File: config.mk
export PLATFORM = sky130hd
export DESIGN_NAME = rmii_tx_arbiter_flat
export DESIGN_NICKNAME = d
export VERILOG_FILES = /design/src/rtl/rmii_arb_pkg.sv /design/src/rtl/rmii_tx_arbiter_if.sv /design/src/rtl/rmii_ifg_timer.sv /design/src/rtl/rmii_tx_arbiter.sv /design/src/flat_wrapper.sv
export SDC_FILE = /design/constraint.sdc
export NUM_CORES = 1
export LEC_CHECK = 0
export CORE_MARGIN = 1
export CORE_UTILIZATION = 65
export DETAILED_ROUTE_END_ITERATION = 10
export DONT_BUFFER_PORTS = 1
export PLACE_DENSITY = 0.81
export SYNTH_ARGS = -nofsm -noshare
export SYNTH_HDL_FRONTEND = slang
export SYNTH_SLANG_ARGS = --single-unit
export TNS_END_PERCENT = 10
File: constraint.sdc
create_clock -name REF_CLK -period 5.1 [get_ports REF_CLK]
set_clock_uncertainty 0.05 [all_clocks]
set_input_delay 0.51 -clock REF_CLK [delete_from_list [all_inputs] [get_ports REF_CLK]]
set_output_delay 0.51 -clock REF_CLK [all_outputs]
set_load 0.02 [all_outputs]
File: src/rtl/rmii_arb_pkg.sv
// Shared constants for the RMII transmit arbiter: state encoding, default
// timing parameters and the byte counter width.
package rmii_arb_pkg;

    localparam int IFG_CYCLES_DEF      = 48;
    localparam int MAX_FRAME_BYTES_DEF = 1522;
    localparam int CNT_W               = 11;

    // state      | meaning
    // ST_IDLE    | no owner, arbitrating between pending sources
    // ST_XFER    | granted source streams bytes to the serializer
    // ST_DRAIN   | oversize frame truncated, remaining source bytes discarded
    // ST_GAP     | inter-frame gap timer running, no owner
    localparam logic [1:0] ST_IDLE  = 2'd0;
    localparam logic [1:0] ST_XFER  = 2'd1;
    localparam logic [1:0] ST_DRAIN = 2'd2;
    localparam logic [1:0] ST_GAP   = 2'd3;

    typedef logic [CNT_W-1:0] byte_cnt_t;

endpackage

File: src/rtl/rmii_tx_arbiter_if.sv
// Byte-stream bundle around the arbiter: two source ports and one TX port.
// master = arbiter side, slave = sources/serializer side.
interface rmii_tx_arbiter_if;

    logic [7:0] s0_data;
    logic       s0_valid;
    logic       s0_last;
    logic       s0_ready;
    logic [7:0] s1_data;
    logic       s1_valid;
    logic       s1_last;
    logic       s1_ready;
    logic [7:0] m_data;
    logic       m_valid;
    logic       m_last;
    logic       m_ready;

    modport master (
        input  s0_data, s0_valid, s0_last,
        input  s1_data, s1_valid, s1_last,
        input  m_ready,
        output s0_ready, s1_ready,
        output m_data, m_valid, m_last
    );

    modport slave (
        output s0_data, s0_valid, s0_last,
        output s1_data, s1_valid, s1_last,
        output m_ready,
        input  s0_ready, s1_ready,
        input  m_data, m_valid, m_last
    );

endinterface

File: src/rtl/rmii_ifg_timer.sv
// Inter-frame gap down-counter: load presets IFG_CYCLES-1, expire flags zero.
module rmii_ifg_timer
    import rmii_arb_pkg::*;
#(
    parameter int IFG_CYCLES = IFG_CYCLES_DEF
) (
    input  logic REF_CLK,
    input  logic arst_n,
    input  logic load,
    output logic expire
);

    localparam int W = (IFG_CYCLES > 1) ? $clog2(IFG_CYCLES) : 1;

    logic [W-1:0] count;

    always_ff @(posedge REF_CLK or negedge arst_n) begin
        if (!arst_n) begin
            count <= '0;
        end else if (load) begin
            count <= W'(IFG_CYCLES - 1);
        end else if (count != '0) begin
            count <= count - 1'b1;
        end
    end

    assign expire = (count == '0);

endmodule

File: src/rtl/rmii_tx_arbiter.sv
// Two-source round-robin frame arbiter feeding one RMII TX byte stream.
// Define RMII_TX_ARB_IFG_EN to insert the IFG_CYCLES inter-frame gap.
module rmii_tx_arbiter
    import rmii_arb_pkg::*;
#(
    parameter int IFG_CYCLES      = IFG_CYCLES_DEF,
    parameter int MAX_FRAME_BYTES = MAX_FRAME_BYTES_DEF
) (
    input  logic              REF_CLK,
    input  logic              arst_n,
    rmii_tx_arbiter_if.master bus,
    output logic [1:0]        grant,
    output logic              busy,
    output logic              overrun_err
);

    localparam byte_cnt_t LAST_IDX = byte_cnt_t'(MAX_FRAME_BYTES - 1);

`ifdef RMII_TX_ARB_IFG_EN
    localparam logic [1:0] ST_END = ST_GAP;
`else
    localparam logic [1:0] ST_END = ST_IDLE;
`endif

    logic [1:0] state;
    logic [1:0] state_nxt;
    logic [1:0] grant_q;
    logic [1:0] grant_pick;
    logic       ptr_s1;        // s1 wins the next contention
    logic       armed;         // holds off the first grant to the second edge after reset
    byte_cnt_t  byte_cnt;

    logic       sel_s1;
    logic [7:0] src_data;
    logic       src_valid;
    logic       src_last;
    logic       src_ready;
    logic       in_xfer;
    logic       in_drain;
    logic       at_max;
    logic       xfer_fire;
    logic       drain_fire;
    logic       frame_end;
    logic       last_out;
    logic       gap_expire;

    assign sel_s1    = grant_q[1];
    assign src_data  = sel_s1 ? bus.s1_data  : bus.s0_data;
    assign src_valid = sel_s1 ? bus.s1_valid : bus.s0_valid;
    assign src_last  = sel_s1 ? bus.s1_last  : bus.s0_last;

    assign in_xfer    = (state == ST_XFER);
    assign in_drain   = (state == ST_DRAIN);
    assign at_max     = (byte_cnt == LAST_IDX);
    assign xfer_fire  = in_xfer & src_valid & bus.m_ready;
    assign drain_fire = in_drain & src_valid & src_last;
    assign last_out   = src_last | at_max;
    assign frame_end  = (xfer_fire & src_last) | drain_fire;

    assign bus.m_valid = in_xfer & src_valid;
    assign bus.m_data  = in_xfer ? src_data : 8'h00;
    assign bus.m_last  = in_xfer & src_valid & last_out;
    assign src_ready   = in_xfer ? bus.m_ready : in_drain;
    assign bus.s0_ready = src_ready & grant_q[0];
    assign bus.s1_ready = src_ready & grant_q[1];

    assign overrun_err = xfer_fire & at_max & ~src_last;
    assign grant       = grant_q;
    assign busy        = (state != ST_IDLE);

    always_comb begin
        grant_pick = 2'b01;
        if (bus.s0_valid && bus.s1_valid) begin
            grant_pick = ptr_s1 ? 2'b10 : 2'b01;
        end else if (bus.s1_valid) begin
            grant_pick = 2'b10;
        end
    end

`ifdef RMII_TX_ARB_IFG_EN
    rmii_ifg_timer #(
        .IFG_CYCLES (IFG_CYCLES)
    ) u_ifg_timer (
        .REF_CLK (REF_CLK),
        .arst_n  (arst_n),
        .load    (frame_end),
        .expire  (gap_expire)
    );
`else
    logic ifg_unused;
    assign ifg_unused = (IFG_CYCLES == 0);
    assign gap_expire = 1'b1;
`endif

    always_comb begin
        state_nxt = state;
        case (state)
            ST_IDLE: begin
                if (armed && (bus.s0_valid || bus.s1_valid)) state_nxt = ST_XFER;
            end
            ST_XFER: begin
                if (xfer_fire) begin
                    if (src_last)    state_nxt = ST_END;
                    else if (at_max) state_nxt = ST_DRAIN;
                end
            end
            ST_DRAIN: begin
                if (drain_fire) state_nxt = ST_END;
            end
            default: begin
                if (gap_expire) state_nxt = ST_IDLE;
            end
        endcase
    end

    always_ff @(posedge REF_CLK or negedge arst_n) begin
        if (!arst_n) begin
            state    <= ST_IDLE;
            grant_q  <= 2'b00;
            ptr_s1   <= 1'b0;
            armed    <= 1'b0;
            byte_cnt <= '0;
        end else begin
            state <= state_nxt;
            armed <= 1'b1;
            if (state == ST_IDLE && state_nxt == ST_XFER) begin
                grant_q  <= grant_pick;
                byte_cnt <= '0;
            end else begin
                if (frame_end) grant_q <= 2'b00;
                if (xfer_fire) byte_cnt <= byte_cnt + 1'b1;
            end
            // a truncated frame also counts as served
            if (xfer_fire && last_out) ptr_s1 <= ~sel_s1;
        end
    end

endmodule

File: src/flat_wrapper.sv
// flat-port wrapper written by rule: the top's interface ports become plain ports
module rmii_tx_arbiter_flat import rmii_arb_pkg::*;
#(
    parameter int IFG_CYCLES      = IFG_CYCLES_DEF,
    parameter int MAX_FRAME_BYTES = MAX_FRAME_BYTES_DEF
)
  (REF_CLK, arst_n, grant, busy, overrun_err, bus_s0_data, bus_s0_valid, bus_s0_last, bus_s1_data, bus_s1_valid, bus_s1_last, bus_m_ready, bus_s0_ready, bus_s1_ready, bus_m_data, bus_m_valid, bus_m_last);
  rmii_tx_arbiter_if bus_i ();
  input  logic REF_CLK;
  input  logic arst_n;
  output logic [1:0] grant;
  output logic busy;
  output logic overrun_err;
  input wire logic [$bits(bus_i.s0_data)-1:0] bus_s0_data;
  input wire logic [$bits(bus_i.s0_valid)-1:0] bus_s0_valid;
  input wire logic [$bits(bus_i.s0_last)-1:0] bus_s0_last;
  input wire logic [$bits(bus_i.s1_data)-1:0] bus_s1_data;
  input wire logic [$bits(bus_i.s1_valid)-1:0] bus_s1_valid;
  input wire logic [$bits(bus_i.s1_last)-1:0] bus_s1_last;
  input wire logic [$bits(bus_i.m_ready)-1:0] bus_m_ready;
  output wire logic [$bits(bus_i.s0_ready)-1:0] bus_s0_ready;
  output wire logic [$bits(bus_i.s1_ready)-1:0] bus_s1_ready;
  output wire logic [$bits(bus_i.m_data)-1:0] bus_m_data;
  output wire logic [$bits(bus_i.m_valid)-1:0] bus_m_valid;
  output wire logic [$bits(bus_i.m_last)-1:0] bus_m_last;
  assign bus_i.s0_data = bus_s0_data;
  assign bus_i.s0_valid = bus_s0_valid;
  assign bus_i.s0_last = bus_s0_last;
  assign bus_i.s1_data = bus_s1_data;
  assign bus_i.s1_valid = bus_s1_valid;
  assign bus_i.s1_last = bus_s1_last;
  assign bus_i.m_ready = bus_m_ready;
  assign bus_s0_ready = bus_i.s0_ready;
  assign bus_s1_ready = bus_i.s1_ready;
  assign bus_m_data = bus_i.m_data;
  assign bus_m_valid = bus_i.m_valid;
  assign bus_m_last = bus_i.m_last;
  rmii_tx_arbiter #(.IFG_CYCLES(IFG_CYCLES), .MAX_FRAME_BYTES(MAX_FRAME_BYTES)) u_core (.REF_CLK(REF_CLK), .arst_n(arst_n), .bus(bus_i), .grant(grant), .busy(busy), .overrun_err(overrun_err));
endmodule
# Word-level counts from Yosys, hierarchy flattened

Cells that the tools add are included.
Widths: inputs -> output; s select.

Register bits: 17
Output and inout bits: 16
Logic and storage cells: 51
Input bits: 23

Add/subtract/negate cells: 1
Bitwise logic cells: 14
Reductions and logical operators: 9
Eq/ne operators: 4
Muxes and demuxes: 18

Operators by type and width:

| kind                  | count |
|---|---|
| $mux 11               | 2 |
| $mux 2                | 10 |
| $mux 8                | 2 |
| $add 11x1->11 const B | 1 |
| $eq 11x11->1 const B  | 1 |
| $and 1x1->1           | 10 |
| $pmux 2 s3            | 1 |
| $reduce_bool 2->1     | 3 |
| $eq 2x1->1 const B    | 2 |
| $logic_and 1x1->1     | 4 |
| $mux 1                | 3 |
| $eq 2x2->1 const B    | 1 |
| $logic_not 2->1       | 1 |
| $not 1->1             | 2 |
| $or 1x1->1            | 2 |
| $logic_or 1x1->1      | 1 |

# Logic depth before layout (Yosys ltp)

Gate-level depths: netlist (run 1).

Word-level depth: 8
Gate-level depth with buffers: 6
Depth with buffers taken out: 6

# Worst setup path after synthesis (run 1)

No wires, ideal clock.

Path kind: reg2out
From: reg u_core.byte_cnt[1]
To: out bus_m_last
Arrival: 1.587 ns
Path buffers: 0
Required time: 4.540 ns
Path slack: 2.953 ns
Cell stages (with the launch flop): 7
Cell sequence: dfrtp_1 -> inv_1 -> ha_1 -> nand4bb_1 -> nor4_1 -> nor2b_1 -> nor3_1

Word-level cells in the longest chain between the ends: 3

Ends and longest elaborated chain:

| item                     | line                   | text |
|---|---|---|
| start: declaration       | rmii_tx_arbiter.sv:31  | `byte_cnt_t byte_cnt;` |
| start signal: assignment | rmii_tx_arbiter.sv:131 | `if (xfer_fire) byte_cnt <= byte_cnt + 1'b1;` |
| $eq 11x11->1             | rmii_tx_arbiter.sv:54  | `assign at_max = (byte_cnt == LAST_IDX);` |
| $or 1x1->1               | rmii_tx_arbiter.sv:57  | `assign last_out = src_last \| at_max;` |
| $and 1x1->1              | rmii_tx_arbiter.sv:62  | `assign bus.m_last = in_xfer & src_valid & last_out;` |
| end: declaration         | flat_wrapper.sv:25     | `output wire logic [$bits(bus_i.m_last)-1:0] bus_m_last;` |

Every way passes these cells.

# Worst setup path in the final report (run 1)

From: reg u_core.byte_cnt[0]
To: out bus_m_last

The elaborated chain is that of the path after synthesis.

==> flow_summary_export.csv, run 1 <==
group,metric,value,unit
logic_synthesis,synth_top_flop_cell,"dfrtp_1",
pwr,p_total,491,uW
setup_path,path_delay_family,"simple AND/OR/NAND/NOR gates",
cells_and_area,fin_nets,145,
pwr,powerDensity,443,nW/um^2
place,io_buffers,0,
floorplanning,start_util,0.702,
sta,setup_viol,0,
cells_and_area,diodes,0,
logic_synthesis,synth_top_cell_by_area,"dfrtp_1",
logic_synthesis,ys_types,37,
floorplanning,pin_count,39,
route,totalWireLength,2270,um
clock_network,ctsHtreeMaxLevel,1,
logic_synthesis,synth_mux_area_frac,0.117,
pwr,leakage,0.506,nW
sta,max_freq,371,MHz
logic_synthesis,synthSimpleGateAreaFrac,0.268,
setup_path,path_class,"reg -> out",
floorplanning,coreArea,1520,um^2
cells_and_area,syn_to_final_growth,3.63,%
route,vias,906,
grt,antenna_found_initial,0,
setup_path,cp.depth,5,
route,met3WireLength,125,um
logic_synthesis,yosysTopAreaCellShare,0.398,
route,ant_nets,0,
logic_synthesis,avgSynthCellArea,9.07,um^2
logic_synthesis,synth-async-reset-ratio,1.00,
logic_synthesis,yosys.cell_count.top_type,"nor2_1",
outcome,status,"finished, final reports clean",
sta,slew_headroom,0.448,
logic_synthesis,syn-num-nets,143,
logic_synthesis,synth_edf_count,0,
route,drt-wirelength-per-cell,16.8,um
place,place.gp.congestion,0.840,
setup_path,critPathCaptureType,"output port",
clock_network,clk_pin_slew_worst_paths,0.10,ns
floorplanning,die_h,42.6,um
grt,grtUsageTotal,0.276,
clock_network,clk-insertion-delay-late,0.30,ns
sta,slew_viol_final,0,
grt,grt_pass1_vias,862,
logic_synthesis,yosysSeqAreaShare,0.398,
grt,grt_first_pass_wirelength,3780,um
min_path,hp-class,"in -> reg",
logic_synthesis,synth_cells,118,
route,drt_first_pass_iters,4,
route,dr_wl_met2,1140,um
route,route.detailed.drc,0,
clock_network,post_cts.repair.setup_buffers,0,
clock_network,numClockSinks,17,
setup_path,arrival,2.14,ns
sta,hold_viol,0,
logic_synthesis,synth.top_cells.by_count,"nor2_1, dfrtp_1, mux2i_1, nand3_1, nand2_1",
sta,final.setup.tns,0,ns
setup_path,cp_slowest_cell,"nor3_1",
logic_synthesis,synth_fa_ha_area_frac,0.0234,
setup_path,path_buf_inv,0,
setup_path,path_cells,"ha_1 > nand4bb_1 > nor4_1 > nor2b_1 > nor3_1",
sta,rsz0062_at_grt,"false",
place,place_area,1070,um^2
clock_network,cts_root_buffer,"clkbuf_4",
min_path,hold-path-cell-count,2,
cells_and_area,finish.instance_area,1110,um^2
clock_network,cts_max_path_buffers,2,
place,dpl.hpwl,1640,um
setup_path,worstRegToRegCells,4,
setup_path,cp_slowest_stage_delay,0.52,ns
logic_synthesis,synth_area_leaders,"dfrtp_1, mux2i_1, nor2_1",
setup_path,worst-path-max-fanout,6,
floorplanning,row_count,14,
route,drt-met1-wl,980,um
clock_network,cts_tree,"done",
grt,grt_max_degree,18,
floorplanning,die-area,1810,um^2
grt,overflow,0,
flow_run,maxCapViolCount,0,
setup_path,start_kind,"flip-flop",
logic_synthesis,synth_xor_area_frac,0.0491,
logic_synthesis,netlist_area,1070,um^2
route,routed.top_layer,"met4",
route,first_iter_violations,41,
floorplanning,die_w,42.6,um
logic_synthesis,ys_ff_latch,17,
cells_and_area,final_layout_size_suffix_gt1_frac,0.0588,
setup_path,cp.required,4.54,ns
sta,worstMarginPinSlew,0.828,ns
logic_synthesis,synth_top_family_by_area,"simple AND/OR/NAND/NOR gates",
logic_synthesis,synth_compound_area_frac,0.106,
route,vias_per_cell,6.71,
sta,min_period,2.70,ns
clock_network,cts_buffers,3,
pwr,ir_drop,0.316,mV
sta,fin_crit_sh,0.529,
logic_synthesis,yosysWarnings,0,
per-stage QoR:
stage | utilization | hold slack (ns) | setup WS [ns] | std cells
finish | 0.727 | 0.388 | 2.40 | 135
global route | 0.727 | 0.379 | 2.24 | 135
CTS | 0.727 | 0.383 | 2.42 | 135
detailed placement | 0.703 | 0.165 | 2.77 | 130
global placement | 0.703 | 0.165 | 2.79 | 130
floorplan | - | 0.164 | 2.95 | 118
worst paths after layout:
kind,start,endpoint,slack [ns]
max in group asynchronous,arst_n,u_core.ptr_s1$_DFFE_PN0P_,3.86
max reg2reg,u_core.grant[1]$_DFFE_PN0P_,u_core.byte_cnt[10]$_DFFE_PN0P_,2.71
max,u_core.byte_cnt[0]$_DFFE_PN0P_,bus_m_last,2.40
min in group asynchronous,arst_n,u_core.byte_cnt[9]$_DFFE_PN0P_,0.66
min reg2reg,u_core.ptr_s1$_DFFE_PN0P_,u_core.ptr_s1$_DFFE_PN0P_,0.49
min,bus_m_ready,u_core.state[0]$_DFF_PN0_,0.39
repair_timing:
action                                 CTS  global route
gates resized for setup                  0             0
hold buffers                             1             0
endpoints found under the hold margin   17             0
area by class of cell:
class,instances,area [um^2]
Sequential cell,17,425
Inverter,5,18.8
Tap cell,16,20.0
Clock inverter,1,5.00
Clock buffer,3,22.5
Timing Repair Buffer,1,10.0
Multi-Input combinational cell,92,607
Fill cell,107,415
power by group:
part           switching [mW]  total, mW  internal, mW
clock                  0.0445     0.0738        0.0293
combinational           0.139      0.206        0.0676
sequential             0.0530      0.211         0.158
total                   0.236      0.491         0.254
metal layers:
| layer | vias up | global-route usage |
|---|---|---|
| li1 | 418 | - |
| met1 | 444 | 0.351 |
| met2 | 41 | 0.468 |
| met3 | 3 | 0.0517 |
| met4 | 0 | 0.0938 |
| met5 | - | 0 |
kinds of logic (layout without fill, tap and decap cells):
| family | Yosys count | in the layout |
|---|---|---|
| compound gates | 16 | 16 |
| xor+xnor | 6 | 6 |
| fa+ha+maj | 2 | 2 |
| buf+inv | 9 | 10 |
| flops | 17 | 17 |
| mux | 12 | 12 |
| other cells | 1 | 1 |
| simple gates | 55 | 55 |
cell usage in the layout, fill, tap and decap left out, types with 3 or more instances in the layout:
master / netlist / routed
a21oi_1: 4 / 4
clkbuf_4: 0 / 3
dfrtp_1: 17 / 17
inv_1: 5 / 5
mux2i_1: 10 / 10
nand2_1: 7 / 7
nand2b_1: 3 / 3
nand3_1: 8 / 8
nor2_1: 18 / 18
nor3_1: 3 / 3
o21ai_0: 3 / 3
xnor2_1: 4 / 4
flip-flops by register name, indices dropped and copies added, names as in the netlist:
name	count
u_core.byte_cnt	11
u_core.ptr_s1	1
u_core.grant	2
u_core.state	2
u_core.armed	1
No activity file was read; power rests on OpenSTA's default activity.
==> run 2, diff against run 1 <==
--- a/config.mk
+++ b/config.mk
@@ -6,10 +6,10 @@
 export NUM_CORES = 1
 export LEC_CHECK = 0
 export CORE_MARGIN = 1
-export CORE_UTILIZATION = 65
+export CORE_UTILIZATION = 55
 export DETAILED_ROUTE_END_ITERATION = 10
 export DONT_BUFFER_PORTS = 1
-export PLACE_DENSITY = 0.81
+export PLACE_DENSITY = 0.73
 export SYNTH_ARGS = -nofsm -noshare
 export SYNTH_HDL_FRONTEND = slang
 export SYNTH_SLANG_ARGS = --single-unit
==> constraint.sdc (replaced) <==
create_clock -name REF_CLK -period 2.2 [get_ports REF_CLK]
set_clock_uncertainty 0.05 [all_clocks]
set_input_delay 0.22 -clock REF_CLK [delete_from_list [all_inputs] [get_ports REF_CLK]]
set_output_delay 0.22 -clock REF_CLK [all_outputs]
set_load 0.02 [all_outputs]
==> run 2 against run 1 <==
- power grew 130%
- non-clock buffer count rose by 3
- via count is 4.1% lower
- clock power up 130%
- sequential power increased by 100%
- sequential cell count unchanged
- combinational power rose to 2.6 times the previous value
- clock-buffer cell count unchanged
- global-route usage is 5.1 points lower
- final area up 3.6%
- critical endpoint unchanged
==> flow_summary_export.csv, run 2 (synthesis results as in run 1) <==
group,metric,value,unit
outcome,status,"finished, final reports clean",
floorplanning,die_w,46.1,um
pwr,ir_drop,0.757,mV
sta,rsz0062_at_grt,"false",
grt,use_met1,0.275,
route,vias,869,
cells_and_area,largest_register_ffs,11,
cells_and_area,mostFrequentLayoutCell,"nor2_1",
grt,gr-usage-met3,0.0510,
sta,min_period,2.03,ns
sta,slew_headroom,0.482,
grt,grt_first_pass_wirelength,3380,um
clock_network,cts_root_buffer,"clkbuf_4",
cells_and_area,fin_nets,148,
setup_path,critPathCaptureType,"output port",
sta,hold_viol,0,
clock_network,numClockSinks,17,
min_path,hp-class,"in -> reg",
pwr,powerDensity,998,nW/um^2
cells_and_area,final_layout_size_suffix_gt1_frac,0.0902,
cells_and_area,fillCellCount,158,
clock_network,clk_pin_slew_worst_paths,0.10,ns
route,route.detailed.drc,0,
clock_network,post_cts.repair.setup_buffers,0,
pwr,p_total,1.15,mW
cells_and_area,regArea,425,um^2
setup_path,path_class,"reg -> out",
grt,antenna_found_initial,0,
setup_path,arrival,1.76,ns
grt,busiest_layer,"met2",
route,drt_first_pass_iters,4,
clock_network,cts_tree,"done",
floorplanning,start_util,0.600,
sta,worstMarginPinSlew,0.774,ns
grt,grtUsageTotal,0.225,
clock_network,cts_buffers,3,
place,io_buffers,0,
sta,fin_crit_sh,0.925,
route,drt-wirelength-per-cell,15.4,um
grt,grt_pass1_vias,775,
route,first_iter_violations,17,
floorplanning,pin_count,39,
floorplanning,die-area,2130,um^2
sta,slew_viol_final,0,
cells_and_area,diodes,0,
route,vias_per_cell,5.91,
floorplanning,coreArea,1780,um^2
sta,setup_viol,0,
floorplanning,die_h,46.1,um
flow_run,maxCapViolCount,0,
cells_and_area,top_register,"u_core.byte_cnt",
pwr,leakage,0.522,nW
grt,gr-usage-met2,0.383,
route,totalWireLength,2260,um
cells_and_area,layout_common_cells,"nor2_1, dfrtp_1, mux2i_1",
sta,hold_slack,0.0801,ns
cells_and_area,multi_input_area,613,um^2
sta,max_freq,491,MHz
sta,final.setup.tns,0,ns
place,placed_cells,142,
cells_and_area,final_cells,147,
grt,overflow,0,
clock_network,clk-insertion-delay-late,0.29,ns
setup_path,cp.required,1.93,ns
place,place.gp.congestion,0.841,
floorplanning,row_count,15,
route,ant_nets,0,
clock_network,ctsHtreeMaxLevel,1,
grt,grt_max_degree,18,
place,dpl.hpwl,1670,um
place,place_ws,0.330,ns
cells_and_area,syn_to_final_growth,7.37,%
setup_path,start_kind,"flip-flop",
sta,fin_ws,0.165,ns
clock_network,cts_max_path_buffers,2,
setup_path,worst-path-max-fanout,5,
run 2: cell count changes in the layout (fill, tap and decap cells not counted), sizes merged:
cell	delta
buf	+3
run 2: critical path: stages, from the launching register on:
cell,delay (ns)
dfrtp_1,0.43
inv_1,0.07
ha_1,0.14
nand4bb_1,0.12
nor4_2,0.19
buf_4,0.18
nor2b_1,0.04
nor3_1,0.13
buf_4,0.17
run 2: layout make-up:
class,count,share of cell area
multi-input combinational,92,0.534
sequential,17,0.370
timing repair buffer,4,0.0283
tap,25,0.0272
clock buffer,3,0.0196
inverter,5,0.0163
clock inverter,1,0.00436
run 2: worst paths after layout:
| kind | from | end | slack, ns | depth (start not counted) |
|---|---|---|---|---|
| min reg2reg | u_core.ptr_s1$_DFFE_PN0P_ | u_core.ptr_s1$_DFFE_PN0P_ | 0.48 | 2 |
| max | u_core.byte_cnt[1]$_DFFE_PN0P_ | bus_m_last | 0.17 | 8 |
| min | bus_m_ready | u_core.state[0]$_DFF_PN0_ | 0.08 | 2 |
| max in group asynchronous | arst_n | u_core.grant[0]$_DFFE_PN0P_ | 1.23 | 1 |
| max reg2reg | u_core.state[1]$_DFF_PN0_ | u_core.byte_cnt[9]$_DFFE_PN0P_ | 0.29 | 4 |
| min in group asynchronous | arst_n | u_core.byte_cnt[3]$_DFFE_PN0P_ | 0.38 | 1 |
run 2: per-layer routing:
metal | wire length, um | part of all wire | vias up
met3 | 103 | 0.046 | 4
met5 | 0 | 0 | -
li1 | - | - | 427
met1 | 989 | 0.44 | 404
met4 | 21 | 0.0093 | 0
met2 | 1150 | 0.51 | 34
run 2: power breakdown:
| group | switching, mW | leakage, nW | internal [mW] |
|---|---|---|---|
| Sequential | 0.0658 | 0.224 | 0.367 |
| Clock | 0.103 | 0.0177 | 0.0677 |
| Combinational | 0.373 | 0.280 | 0.171 |
run 2: metrics by stage:
stage                     utilization  area, um^2
after floorplan                     -        1070
after CTS                       0.641        1140
after global routing            0.644        1150
after global placement          0.620        1100
after detailed placement        0.620        1100
final                           0.644        1150
run 2: timing repair:
item | in CTS | in global routing
setup endpoints to repair | 0 | 1
resized for setup | 0 | 1
endpoints found under the hold margin | 17 | 0
hold buffers | 1 | 0
